==> src/rtl/control_sequencer.sv <==
// control_sequencer: hardwired Moore control unit stepping fetch (T0-T2) and opcode-driven execute (T3-T7).
// Optional macro SEQ_MEM_WAIT_EN adds a mem_ready input that stretches the memory cycles.
module control_sequencer (
    input  logic        clk,
    input  logic        reset,
    input  logic        stop,
    input  logic [31:0] ir,
    input  logic        con_ff,
`ifdef SEQ_MEM_WAIT_EN
    input  logic        mem_ready,
`endif
    output logic        pc_out,
    output logic        mar_in,
    output logic        inc_pc,
    output logic        pc_in,
    output logic        read,
    output logic        write,
    output logic        mdr_in,
    output logic        mdr_out,
    output logic        ir_in,
    output logic        y_in,
    output logic        z_in,
    output logic        zlo_out,
    output logic        c_out,
    output logic        con_in,
    output logic        gra,
    output logic        grb,
    output logic        grc,
    output logic        r_in,
    output logic        r_out,
    output logic        ba_out,
    output logic [4:0]  alu_op,
    output logic        run
);

    typedef enum logic [3:0] {
        S_RST   = 4'd0,
        S_T0    = 4'd1,
        S_T1    = 4'd2,
        S_T2    = 4'd3,
        S_T3    = 4'd4,
        S_T4    = 4'd5,
        S_T5    = 4'd6,
        S_T6    = 4'd7,
        S_T7    = 4'd8,
        S_PAUSE = 4'd9,
        S_HALT  = 4'd10
    } state_t;

    localparam logic [4:0] OP_LD   = 5'b00000;
    localparam logic [4:0] OP_LDI  = 5'b00001;
    localparam logic [4:0] OP_ST   = 5'b00010;
    localparam logic [4:0] OP_RLO  = 5'b00011;
    localparam logic [4:0] OP_RHI  = 5'b01011;
    localparam logic [4:0] OP_ADDI = 5'b01100;
    localparam logic [4:0] OP_ANDI = 5'b01101;
    localparam logic [4:0] OP_ORI  = 5'b01110;
    localparam logic [4:0] OP_BR   = 5'b10010;
    localparam logic [4:0] OP_HALT = 5'b11011;

    localparam logic [4:0] ALU_ADD = 5'b00011;
    localparam logic [4:0] ALU_AND = 5'b00101;
    localparam logic [4:0] ALU_OR  = 5'b00110;

    state_t     state_r;
    state_t     next_state_s;
    state_t     boundary_next_s;
    logic [4:0] opcode_s;
    logic       is_ld_s;
    logic       is_ldi_s;
    logic       is_st_s;
    logic       is_r_s;
    logic       is_imm_s;
    logic       is_br_s;
    logic       is_halt_s;
    logic       mem_ready_s;
    logic       unused_ir_s;

    // Immediate-class ALU code; ld, st, ldi and addi all need an add.
    function automatic logic [4:0] imm_alu_code(input logic [4:0] op);
        case (op)
            OP_ANDI: imm_alu_code = ALU_AND;
            OP_ORI:  imm_alu_code = ALU_OR;
            default: imm_alu_code = ALU_ADD;
        endcase
    endfunction

    assign opcode_s    = ir[31:27];
    assign unused_ir_s = ^ir[26:0];
    assign is_ld_s     = (opcode_s == OP_LD);
    assign is_ldi_s    = (opcode_s == OP_LDI);
    assign is_st_s     = (opcode_s == OP_ST);
    assign is_r_s      = (opcode_s >= OP_RLO) && (opcode_s <= OP_RHI);
    assign is_imm_s    = (opcode_s >= OP_ADDI) && (opcode_s <= OP_ORI);
    assign is_br_s     = (opcode_s == OP_BR);
    assign is_halt_s   = (opcode_s == OP_HALT);

`ifdef SEQ_MEM_WAIT_EN
    assign mem_ready_s = mem_ready;
`else
    assign mem_ready_s = 1'b1;
`endif

    // State register; reset aborts any instruction in flight.
    always_ff @(posedge clk or posedge reset) begin
        if (reset) begin
            state_r <= S_RST;
        end else begin
            state_r <= next_state_s;
        end
    end

    // Next-state logic; stop is honoured only at an instruction boundary.
    always_comb begin
        boundary_next_s = stop ? S_PAUSE : S_T0;
        next_state_s    = S_RST;
        case (state_r)
            S_RST:   next_state_s = S_T0;
            S_T0:    next_state_s = S_T1;
            S_T1:    next_state_s = mem_ready_s ? S_T2 : S_T1;
            S_T2:    next_state_s = is_halt_s ? S_HALT : S_T3;
            S_T3: begin
                if (is_ld_s || is_st_s || is_ldi_s || is_r_s || is_imm_s || is_br_s) begin
                    next_state_s = S_T4;
                end else begin
                    next_state_s = boundary_next_s;
                end
            end
            S_T4:    next_state_s = S_T5;
            S_T5: begin
                if (is_ld_s || is_st_s || is_br_s) begin
                    next_state_s = S_T6;
                end else begin
                    next_state_s = boundary_next_s;
                end
            end
            S_T6: begin
                if (is_ld_s) begin
                    next_state_s = mem_ready_s ? S_T7 : S_T6;
                end else if (is_st_s) begin
                    next_state_s = S_T7;
                end else begin
                    next_state_s = boundary_next_s;
                end
            end
            S_T7: begin
                if (is_st_s && !mem_ready_s) begin
                    next_state_s = S_T7;
                end else begin
                    next_state_s = boundary_next_s;
                end
            end
            S_PAUSE: next_state_s = stop ? S_PAUSE : S_T0;
            S_HALT:  next_state_s = S_HALT;
            default: next_state_s = S_RST;
        endcase
    end

    // Moore output decode from state and the opcode class.
    always_comb begin
        pc_out  = 1'b0;
        mar_in  = 1'b0;
        inc_pc  = 1'b0;
        pc_in   = 1'b0;
        read    = 1'b0;
        write   = 1'b0;
        mdr_in  = 1'b0;
        mdr_out = 1'b0;
        ir_in   = 1'b0;
        y_in    = 1'b0;
        z_in    = 1'b0;
        zlo_out = 1'b0;
        c_out   = 1'b0;
        con_in  = 1'b0;
        gra     = 1'b0;
        grb     = 1'b0;
        grc     = 1'b0;
        r_in    = 1'b0;
        r_out   = 1'b0;
        ba_out  = 1'b0;
        alu_op  = 5'b00000;
        run     = (state_r != S_HALT);
        case (state_r)
            S_T0: begin
                pc_out = 1'b1;
                mar_in = 1'b1;
                inc_pc = 1'b1;
                z_in   = 1'b1;
            end
            S_T1: begin
                zlo_out = 1'b1;
                pc_in   = 1'b1;
                read    = 1'b1;
                mdr_in  = 1'b1;
            end
            S_T2: begin
                mdr_out = 1'b1;
                ir_in   = 1'b1;
            end
            S_T3: begin
                if (is_ld_s || is_st_s || is_ldi_s) begin
                    grb    = 1'b1;
                    ba_out = 1'b1;
                    y_in   = 1'b1;
                end else if (is_r_s || is_imm_s) begin
                    grb   = 1'b1;
                    r_out = 1'b1;
                    y_in  = 1'b1;
                end else if (is_br_s) begin
                    gra    = 1'b1;
                    r_out  = 1'b1;
                    con_in = 1'b1;
                end else begin
                    run = 1'b1;
                end
            end
            S_T4: begin
                if (is_r_s) begin
                    grc    = 1'b1;
                    r_out  = 1'b1;
                    z_in   = 1'b1;
                    alu_op = opcode_s;
                end else if (is_ld_s || is_st_s || is_ldi_s || is_imm_s) begin
                    c_out  = 1'b1;
                    z_in   = 1'b1;
                    alu_op = imm_alu_code(opcode_s);
                end else if (is_br_s) begin
                    pc_out = 1'b1;
                    y_in   = 1'b1;
                end else begin
                    run = 1'b1;
                end
            end
            S_T5: begin
                if (is_r_s || is_imm_s || is_ldi_s) begin
                    zlo_out = 1'b1;
                    gra     = 1'b1;
                    r_in    = 1'b1;
                end else if (is_ld_s || is_st_s) begin
                    zlo_out = 1'b1;
                    mar_in  = 1'b1;
                end else if (is_br_s) begin
                    c_out  = 1'b1;
                    z_in   = 1'b1;
                    alu_op = ALU_ADD;
                end else begin
                    run = 1'b1;
                end
            end
            S_T6: begin
                if (is_ld_s) begin
                    read   = 1'b1;
                    mdr_in = 1'b1;
                end else if (is_st_s) begin
                    gra    = 1'b1;
                    r_out  = 1'b1;
                    mdr_in = 1'b1;
                end else if (is_br_s) begin
                    zlo_out = con_ff;
                    pc_in   = con_ff;
                end else begin
                    run = 1'b1;
                end
            end
            S_T7: begin
                if (is_ld_s) begin
                    mdr_out = 1'b1;
                    gra     = 1'b1;
                    r_in    = 1'b1;
                end else if (is_st_s) begin
                    write = 1'b1;
                end else begin
                    run = 1'b1;
                end
            end
            default: begin
                run = (state_r != S_HALT);
            end
        endcase
    end

endmodule

==> config.mk <==
export PLATFORM = sky130hd
export DESIGN_NAME = control_sequencer
export DESIGN_NICKNAME = d
export VERILOG_FILES = /design/src/rtl/control_sequencer.sv
export SDC_FILE = /design/constraint.sdc
export NUM_CORES = 1
export LEC_CHECK = 0
export BUFFER_PORTS_ARGS = -buffer_cell sky130_fd_sc_hd__buf_4
export CORE_MARGIN = 2
export CORE_UTILIZATION = 36
export DETAILED_ROUTE_END_ITERATION = 8
export PLACE_DENSITY = 0.74
export SYNTH_ARGS = -nofsm -noshare
export SYNTH_HDL_FRONTEND = slang
export SYNTH_SLANG_ARGS = --single-unit
==> constraint.sdc <==
create_clock -name clk -period 1.4 [get_ports clk]
set_input_delay 0 -clock clk [delete_from_list [all_inputs] [get_ports clk]]
set_output_delay 0 -clock clk [all_outputs]
set_load 0.02 [all_outputs]
==> summary.txt <==
Run status = complete, but fails checks
Failing checks = negative setup slack
CTS Buffer Depth = 2
Biggest regs = state_r: 4 flops
CP max FO = 5
I/O pins = 62
Core ar. = 2210 um2
Mapped Area = 845 um2
Die Y-Extent = 52.4 um
Critical Path Start Type = flip-flop
Post-synth EDFFs = 0
Cell area after layout = 1490 um2
Final period utilization = 1.20
Largest net degree at the start of global routing = 16
RSZ-0062 raised after global routing = yes
Drt drc = 0
Post-synthesis compound-gate area fraction = 0.237
Starting density of the core = 0.382
Synthesized-area fraction occupied by adder cells = 0
Final Non-Filler Cells = 209
Placer Congestion = 0.872
Cell taking the most area after synthesis = dfrtp_1
Die W = 52.4 um
Yosys reg bits = 4
Clk slew on worst S/H paths = 0.04 ns
Yosys Warn Count = 0
Power per cell area = 1780 nW/um2
GRT overflow = 0
Syn Nets = 161
Setup TNS = -3.33 ns
Max FFs per register = 4
DRT Wirelength = 3.33 mm
Tmin final = 1.68 ns
Sequential area share after synthesis = 0.119
Crit Path Category = reg2out
PortBufs = 33
DR WL/cell = 15.9 um
Critical Path AT = 1.68 ns
Vias per cell = 5.81
Worst setup margin = -0.279 ns
Clock Sinks = 4
Area Growth Syn to Fin = 76.9%
Antenna cell count = 0
Area contributors post-synth = dfrtp_1 12%, nand2_1 8.0%, nand3_1 7.7%, nor2_1 5.8%, buf_6 4.0%
# H-tree levels = 1
Top reg by flops = state_r
Met2 wire len = 1.67 mm
Final setup viols = 20
Nets = 219
Synth Area in XOR/XNOR = 0.0207
Tot GR Track Use = 0.247
Synth Area in Simple Gates = 0.492
ANT nets after route = 0
P_leak = 0.706 nW
Initial DRC Count = 39
Layout Skew = 0.00160 ns
Dpl cells = 195
Dpl cell area = 1220 um2
Number of buffers created by CTS = 3
Required @ worst endpoint = 1.40 ns
Root Buffer = clkbuf_4
Syn Area/Cell = 6.76 um2
FFs w/ async S/R, synth = 1.00
Number of global-route vias before repair = 1131
Vias = 1215
Multiplexer share of the synthesized area = 0
Synth unique cells = 48
Achievable Freq = 0.595 GHz
Critical Path Sink Type = output port
Share of layout cells above drive strength 1 = 0.552
Top_reg_cell synth = dfrtp_1
Final hold viol count = 0
DR WL met3 = 281 um
Final core area utilization = 0.675
Mapped Cells = 125
CTS tree = done
Worst vdd ir = 1.21 mV
Top sig layer = met4
Die area = 2750 um2
DRT met1 WL = 1.28 mm
Num rows = 17
Main combinational cell family by area after synthesis = simple AND/OR/NAND/NOR gates
Clock Latency Late Sink = 0.24 ns
Global-route wire length before repair = 5.12 mm
Maxcap violations = 0
Detailed placer's ending HPWL = 2.15 mm
Pre-antenna DRT Iters = 5
Worst hold path type = in2reg
Initial antenna violation count = 0
Synth top area share = 0.119
Slew Limit Fails = 0
report_power, final:
group | leakage [nW] | total, mW | switching, mW | internal, mW
clock | 0.0138 | 0.154 | 0.0571 | 0.0966
combinational | 0.648 | 2.21 | 1.12 | 1.09
sequential | 0.0444 | 0.299 | 0.113 | 0.186
total | 0.706 | 2.66 | 1.29 | 1.37
metrics by stage:
stage               total power [mW]  hold WS (ns)  setup WS, ns
finish                          2.66        0.0669        -0.279
global route                    2.81        0.0539        -0.336
CTS                             2.41        0.0401        -0.265
detailed placement              1.98       -0.0937       -0.0891
global placement                1.95        -0.106       -0.0713
floorplan                       1.31        -0.234       -0.0179
repair_timing:
action / CTS / global route
hold buffers: 1 / 0
setup endpoints to repair: 26 / 24
buffers inserted: 6 / 4
hold endpoints to repair: 4 / 0
pin swaps: 7 / 7
resized for setup: 30 / 14
final cells by class:
type	count	area (um2)
sequential	4	105
inverter	7	26.3
clock buffer	3	22.5
tap	28	35.0
timing repair buffer	65	554
multi-input combinational	102	751
fill	178	718
cells in the final DEF (no fill, tap or decap), drive strengths merged, types with 2 or more instances in the layout:
| cell | instances |
|---|---|
| nor2 | 13 |
| inv | 7 |
| nand2b | 4 |
| o21a | 2 |
| nand2 | 18 |
| nor4 | 2 |
| clkbuf | 3 |
| nand4 | 2 |
| a21oi | 4 |
| buf | 64 |
| nor3 | 5 |
| nor2b | 2 |
| o21ai | 9 |
| dfrtp | 4 |
| o311ai | 2 |
| nand3 | 13 |
| and3 | 3 |
| xnor2 | 2 |
cell usage after synthesis, types with 2 or more instances:
library cell and number:
nand2_1 18, nand3_1 13, nor2_1 13, inv_1 7, buf_2 5, o21ai_0 5, a21oi_1 4, dfrtp_1 4
o21ai_1 4, and3_1 3, buf_6 3, nand2b_1 3, nor3_1 3, buf_1 2, buf_4 2, nor2b_1 2
o21a_1 2, xnor2_1 2
final timing paths:
path / startpoint / end / slack, ns / cells past startpoint
max in group asynchronous: reset / state_r[3]$_DFF_PP0_ / 1.00 / 3
hold / removal: stop / state_r[3]$_DFF_PP0_ / 0.07 / 2
setup / recovery: state_r[1]$_DFF_PP0_ / gra / -0.28 / 5
hold reg to reg: state_r[3]$_DFF_PP0_ / state_r[2]$_DFF_PP0_ / 0.69 / 2
min in group asynchronous: reset / state_r[1]$_DFF_PP0_ / 0.22 / 3
setup reg to reg: state_r[3]$_DFF_PP0_ / state_r[3]$_DFF_PP0_ / -0.04 / 5
kinds of logic (layout without fill, tap and decap cells):
logic type             after synthesis  in the layout
AND/OR/NAND/NOR                     71             71
AO/OA/AOI/OAI                       28             28
buffers and inverters               19             75
flip-flops                           4              4
XOR/XNOR                             2              2
other                                1              1
per-layer routing:
metal	up-vias	track usage
li1	560	-
met1	560	0.288
met2	77	0.429
met3	18	0.0400
met4	0	0.124
met5	-	0
critical path, stage by stage, from the launching register on:
cell and delay [ns]:
dfrtp_2 0.45, and4bb_1 0.28, nand2_1 0.11, o21ai_2 0.07, or3_1 0.37, buf_6 0.14
Note: power is estimated with default switching activity, not from simulation.
